<file path="src/rtl/riscv_fetch_stage.sv">
// Instruction-fetch stage: owns the PC, addresses the asynchronous instruction
// memory and loads the IF/ID register. A short boot hold follows reset, then
// redirects (with flush) take priority over stalls, which take priority over fetch.
module riscv_fetch_stage #(
   parameter logic [31:0] RESET_PC    = 32'h00400000,
   parameter int unsigned BOOT_CYCLES = 2,
   parameter logic [31:0] NOP_INSTR   = 32'h00000013,
   parameter int unsigned CNT_W       = 16
) (
   input  logic             CLK,
   input  logic             RSTN,
   input  logic             STALL,
   input  logic             BRANCH_TAKEN,
   input  logic [31:0]      BRANCH_TARGET,
   input  logic [31:0]      INSTR,
   output logic [31:0]      INSTR_ADDR,
   output logic [31:0]      IFID_PC,
   output logic [31:0]      IFID_INSTR,
   output logic             IFID_VALID,
   output logic [CNT_W-1:0] FETCH_CNT,
   output logic             MISALIGN
);

   typedef enum logic [0:0] {StBoot, StRun} state_e;

   // Boot counter value on the edge that leaves the boot hold.
   localparam logic [3:0] BOOT_LAST = 4'(BOOT_CYCLES - 1);

   state_e             state_q, state_d;
   logic [3:0]         boot_cnt_q, boot_cnt_d;
   logic [31:0]        pc_q, pc_d;
   logic [31:0]        ifid_pc_q, ifid_pc_d;
   logic [31:0]        ifid_instr_q, ifid_instr_d;
   logic               ifid_valid_q, ifid_valid_d;
   logic [CNT_W-1:0]   fetch_cnt_q, fetch_cnt_d;
   logic               misalign_q, misalign_d;

   // Next-state: boot hold, then redirect > stall > sequential fetch.
   always_comb begin
      state_d      = state_q;
      boot_cnt_d   = boot_cnt_q;
      pc_d         = pc_q;
      ifid_pc_d    = ifid_pc_q;
      ifid_instr_d = ifid_instr_q;
      ifid_valid_d = ifid_valid_q;
      fetch_cnt_d  = fetch_cnt_q;
      misalign_d   = misalign_q;
      unique case (state_q)
         StBoot: begin
            boot_cnt_d = boot_cnt_q + 4'd1;
            if (boot_cnt_q == BOOT_LAST) begin
               state_d = StRun;
            end
         end
         StRun: begin
            if (BRANCH_TAKEN) begin
               // Low bits are dropped; a misaligned target is only flagged.
               pc_d         = {BRANCH_TARGET[31:2], 2'b00};
               ifid_pc_d    = 32'h0;
               ifid_instr_d = NOP_INSTR;
               ifid_valid_d = 1'b0;
               if (BRANCH_TARGET[1:0] != 2'b00) begin
                  misalign_d = 1'b1;
               end
            end else if (!STALL) begin
               ifid_pc_d    = pc_q;
               ifid_instr_d = INSTR;
               ifid_valid_d = 1'b1;
               pc_d         = pc_q + 32'd4;
               if (fetch_cnt_q != {CNT_W{1'b1}}) begin
                  fetch_cnt_d = fetch_cnt_q + CNT_W'(1);
               end
            end
         end
         default: state_d = StBoot;
      endcase
   end

   // State register with synchronous active-low reset.
   always_ff @(posedge CLK) begin
      if (!RSTN) begin
         state_q      <= StBoot;
         boot_cnt_q   <= 4'd0;
         pc_q         <= RESET_PC;
         ifid_pc_q    <= 32'h0;
         ifid_instr_q <= NOP_INSTR;
         ifid_valid_q <= 1'b0;
         fetch_cnt_q  <= '0;
         misalign_q   <= 1'b0;
      end else begin
         state_q      <= state_d;
         boot_cnt_q   <= boot_cnt_d;
         pc_q         <= pc_d;
         ifid_pc_q    <= ifid_pc_d;
         ifid_instr_q <= ifid_instr_d;
         ifid_valid_q <= ifid_valid_d;
         fetch_cnt_q  <= fetch_cnt_d;
         misalign_q   <= misalign_d;
      end
   end

   // Output mapping: only the memory address is combinational.
   always_comb begin
      INSTR_ADDR = pc_q;
      IFID_PC    = ifid_pc_q;
      IFID_INSTR = ifid_instr_q;
      IFID_VALID = ifid_valid_q;
      FETCH_CNT  = fetch_cnt_q;
      MISALIGN   = misalign_q;
   end

endmodule

</file>
<file path="config.mk">
export PLATFORM = sky130hd
export DESIGN_NAME = riscv_fetch_stage
export DESIGN_NICKNAME = d
export VERILOG_FILES = /design/src/rtl/riscv_fetch_stage.sv
export SDC_FILE = /design/constraint.sdc
export NUM_CORES = 1
export LEC_CHECK = 0
export CORE_MARGIN = 5
export CORE_UTILIZATION = 46
export DETAILED_ROUTE_END_ITERATION = 10
export GPL_ROUTABILITY_DRIVEN = 1
export PLACE_DENSITY = 0.8
export SLEW_MARGIN = 20
export SYNTH_ARGS = -nofsm -noshare
export SYNTH_HDL_FRONTEND = slang
export SYNTH_SLANG_ARGS = --single-unit
</file>
<file path="constraint.sdc">
create_clock -name CLK -period 2 [get_ports CLK]
set_input_delay 0.2 -clock CLK [delete_from_list [all_inputs] [get_ports CLK]]
set_output_delay 0.2 -clock CLK [all_outputs]
set_load 0.05 [all_outputs]
</file>
# == Word level (Yosys, flattened, before mapping) ==
# Index checks and enable logic that the tools add are counted.
# totals
reg_bits,119
latchBits,0
mem_bits_rw,0
rom_bits,0
output_inout_bits,114
elab_cells,30
mem_count,0
# op_classes
add_sub_neg,3
multipliers,0
div_mod_pow,0
n_lt_le_gt_ge,0
n_eq_ne,3
shifts,0
n_mux,10
bitwise_logic,2
n_reduce_logical,4
# op_table
op,count
two-way mux 32 bit,6
"adder 32 x 3 -> 32 bit, second input constant",1
"adder 16 x 1 -> 16 bit, second input constant",1
"inequality test 16 bit, second input constant",1
"adder 4 x 1 -> 4 bit, second input constant",1
"equality test 4 x 1 -> 1 bit, second input constant",1
two-way mux 1 bit,4
AND reduction 4 bit,1
AND reduction 3 bit,1
"inequality test 2 x 1 -> 1 bit, second input constant",1
inverter 1 bit,2
AND reduction 2 bit,1
nonzero test 2 bit,1

# == Logic depth before layout (Yosys ltp) ==
# depth
ltp_word,3
mapped_depth,7

# == Least setup slack after synthesis ==
# Ideal clock, no wire load.
# synth_path
path_type,reg2reg
startpoint,"register pc_q[9], in the netlist INSTR_ADDR[9]"
endpoint,"register pc_q[17], in the netlist INSTR_ADDR[17]"
setup_time_ns,0.074
arrival_ns,2.168
path_slack_ns,-0.242
path_stages_with_launch,6
synth_period_minus_slack_ns,2.242
cell_sequence,dfxtp_1 -> buf_2 -> nand4_4 -> or4_4 -> or4_1 -> a31oi_1
# synth_between
elab_chain_len,3
# synth_lines
item,line_no,text
start: declaration,31,"logic [31:0] pc_q, pc_d;"
start signal: assignment,93,pc_q <= pc_d;
adder 32 x 3 -> 32 bit,69,pc_d = pc_q + 32'd4;
two-way mux 32 bit,65,end else if (!STALL) begin
two-way mux 32 bit,56,if (BRANCH_TAKEN) begin
# Every way passes these cells. The select of a mux whose other input is x is not followed.
# A chain may end at the register's enable or synchronous reset.

# == Final worst setup path ==
# layout_path
startpoint,"register pc_q[15], in the netlist INSTR_ADDR[15]"
endpoint,output port INSTR_ADDR[15]
# layout_rtl
item,line_no,text
end: declaration,16,"output logic [31:0] INSTR_ADDR,"
# No word-level cell between the ends.

==> metrics.md <==
| Metric | Value |
|---|---|
| Die Wd | around 120 um |
| Via Count | around 6100 |
| Power Density | 971 nW/um2 |
| Most Used Layer, Global Route | met2 |
| CTS max path bufs | 2 |
| M2 GR Usage | 0.444 |
| Syn avg cell area | roughly 8.4 um2 |
| GRT met1 Usage | 0.322 |
| CP peak stage delay | 0.80 ns |
| Die Area | ~14000 um2 |
| Critical-path cell list | buf_4 -> clkdlybuf4s50_1 |
| WP data required | 1.80 ns |
| Layout cells sized above 1 | 0.152 |
| CTS Buf Count | 17 |
| Area Growth Syn to Fin | 55.4% |
| Clock Latency Late Sink | between 0.4 and 0.5 ns |
| CTS tree | built |
| Io pins | between 150 and 200 |
| P_leak | around 3.1 nW |
| Crit share post-route | 0.978 |
| Gp weighted congestion | 0.913 |
| Top cells by area, synth | dfxtp_1, a22oi_1, nor2_1, a21oi_1, clkbuf_1 |
| Drt wl/cell | 19.4 um |
| Multi-input gate area | ~2800 um2 |
| Post-route DRC violation count | 0 |
| Number of max-cap violations | 0 |
| Worst-path clk slew | 0.05 ns |
| R2R Setup Slk | 0.08 ns |
| Synth Register Bits | 116 |
| Worst hold path stage count | 3 |
| 1st-pass router iterations | 5 |
| Final Core Density | 0.727 |
| Core footprint | between 10000 and 15000 um2 |
| Placement Rows | 39 |
| Initial Utilization | 0.468 |
| Minimum clock period | between 1.5 and 2 ns |
| Worst Clk Skew | 0.00790 ns |
| Worst R2R Path Depth | 4 |
| Outcome | completed |
| Initial antenna violation count | 0 |
| Share of the synthesized area in the top cell type | 0.435 |
| Final HPWL DP | 13500 um |
| Post-DRT Antenna Nets | 0 |
| Critical setup path kind | reg -> out |
| Largest net degree at the start of global routing | 30 |
| Distinct cell type count after synthesis | 55 |
| Die Span Y | 118 um |
| Hold EP | IFID_INSTR[0] |
| Via density | just over 6 |
| Worst rel slew slack | 0.594 |
| Worst setup SP type | register |
| Fill count | 870 |
| CP max stage cell | clkdlybuf4s50_1 |
| Met3 usage | 0.0956 |
| Final Hold Viols | 0 |
| Worst-margin pin slew | 0.603 ns |
| Worst vdd ir | 0.779 mV |
| Seq/Total Area, Yosys | 0.435 |
| Total global-route track usage | 0.272 |
| YS warnings | 0 |
| Net count reported at finish | 910 |
| Post-cts hold buffer count | 0 |
| Cells after Synth | between 600 and 700 |
| H-tree Lvls | 4 |
| Wire length of the first global-routing pass | 31300 um |
| Crit path DAT | 1.76 ns |
| Clock Tree Root | clkbuf_16 |
| Final Non-Filler Cells | roughly 990 |
| Synth area leader | dfxtp_1 |
| Overflow after GRT | 0 |
| Buffers on Ports | 179 |
| Cell area after synthesis | 5340 um2 |
| Final wirelength | 19300 um |
| Critical path capture point type | primary output |
| Placed cells | 962 |
| RR Endpoint | INSTR_ADDR[29] |
| Main flop type after synthesis | dfxtp_1 |
| Number of diodes | 0 |
| Number of global-route vias before repair | between 6000 and 7000 |
| RSZ-0062 raised after global routing | no |
| Async S/R FF share, synth | 0 |
| Initial DRC Count | 634 |
| RR Startpoint | state_q |
| CTS sink count | 116 |
| Slew Limit Fails | 0 |
| CP max FO | 6 |
| Fmax | 511 MHz |
| Reg area | 2360 um2 |
| # setup viols final | 0 |
| Hold crit path type | in -> reg |
| Hold path start | INSTR[0] |
| Number of flops mapped to enable cells by yosys | 0 |
## placed cells by master, fill, tap and decap left out, drive strengths merged, types with 4 or more instances in the layout
cell type,n
clkinv,5
a22oi,59
mux2i,8
or3,4
clkdlybuf4s50,171
a211oi,7
o311a,7
o21ai,15
ha,4
o31ai,7
buf,63
o311ai,4
nor4b,4
nand2b,6
nor3,14
nand4,22
clkbuf,25
a211o,7
nand2,35
and3,11
and4,8
a21oi,29
dfxtp,116
nor2b,4
dlymetal6s2s,8
inv,16
nand3,17
nor4,21
a31oi,16
nor2,90
or4,10
## state kept, by name, indices dropped and copies added, names as in the netlist
name        flops
INSTR_ADDR     30
IFID_PC        31
IFID_VALID      1
MISALIGN        1
state_q         1
IFID_INSTR     32
FETCH_CNT      16
boot_cnt_q      4
## cells in the mapped netlist (8+ instances only)
| library cell | count |
|---|---|
| nor2_1 | 90 |
| nand3_1 | 17 |
| a22oi_1 | 59 |
| nor3_1 | 14 |
| o21ai_0 | 15 |
| and3_1 | 11 |
| clkbuf_1 | 35 |
| mux2i_1 | 8 |
| a21oi_1 | 29 |
| or4_1 | 9 |
| inv_1 | 17 |
| dfxtp_1 | 116 |
| nand2_1 | 35 |
| buf_1 | 8 |
| nor4_1 | 19 |
| nand4_1 | 21 |
| and4_1 | 8 |
| a31oi_1 | 16 |
## logic make-up (layout without fill, tap and decap cells)
logic type	count (synthesis)	in the layout	synth area share
AO/OA/AOI/OAI	172	172	0.229
XOR/XNOR	3	3	0.00492
adder cells (fa/ha/maj)	4	4	0.00937
buffers and inverters	73	291	0.0558
flip-flops	116	116	0.435
multiplexers	8	8	0.0150
other	1	2	0.000702
AND/OR/NAND/NOR	255	255	0.251
## how the worst max path moves through the flow
stage,startpoint,end,slack [ns],depth (start not counted)
final,INSTR_ADDR[15],INSTR_ADDR[15],0.04,2
after global routing,INSTR_ADDR[15],INSTR_ADDR[15],0.0006,2
after CTS,INSTR_ADDR[26],INSTR_ADDR[26],0.001,1
after detailed placement,BRANCH_TAKEN,FETCH_CNT[6],-0.28,6
after global placement,BRANCH_TAKEN,FETCH_CNT[12],-0.20,6
after floorplan,INSTR_ADDR[4],INSTR_ADDR[17],-0.05,5
## layer usage
layer,vias to the layer above,share of wire,routed length [um]
li1,2795,-,-
met1,2854,0.39,7500
met2,365,0.48,9160
met3,46,0.11,2170
met4,0,0.022,429
met5,-,0,0
## power breakdown
group          total [mW]  leakage (nW)  switching [mW]  internal (mW)
sequential           2.77         0.950           0.258           2.52
clock                3.11         0.304            1.04           2.07
combinational        2.17          1.86            1.34          0.830
## metrics by stage
stage	hold slack [ns]	setup slack [ns]	instance area, um2	setup TNS (ns)	power [mW]
floorplan	0.324	-0.0469	5400	-0.0469	4.01
global placement	0.436	-0.196	7650	-3.93	4.88
detailed placement	0.456	-0.276	7650	-6.08	4.94
CTS	0.382	0.00133	8270	0	8.06
finish	0.394	0.0445	8300	0	8.06
global route	0.398	0.000630	8300	0	8.36
## layout make-up
cell class / instances / area share
clock buffer: 25 / 0.0635
clock inverter: 7 / 0.0110
inverter: 17 / 0.00784
multi-input combinational: 444 / 0.332
sequential: 116 / 0.284
tap: 143 / 0.0216
timing repair buffer: 242 / 0.280
## repair_timing
| action | in CTS | in global routing |
|---|---|---|
| buffers inserted | 0 | 0 |
| resized for setup | 0 | 9 |
| endpoints found under the setup margin | 0 | 9 |
| endpoints found under the hold margin | 0 | 0 |
## critical path, delay by kind of cell, from the launching register on
| kind | cells | cell delay [ns] |
|---|---|---|
| buffers and inverters | 2 | 0.96 |
| DFF | 1 | 0.38 |
Note: power is estimated with default switching activity, not from simulation.
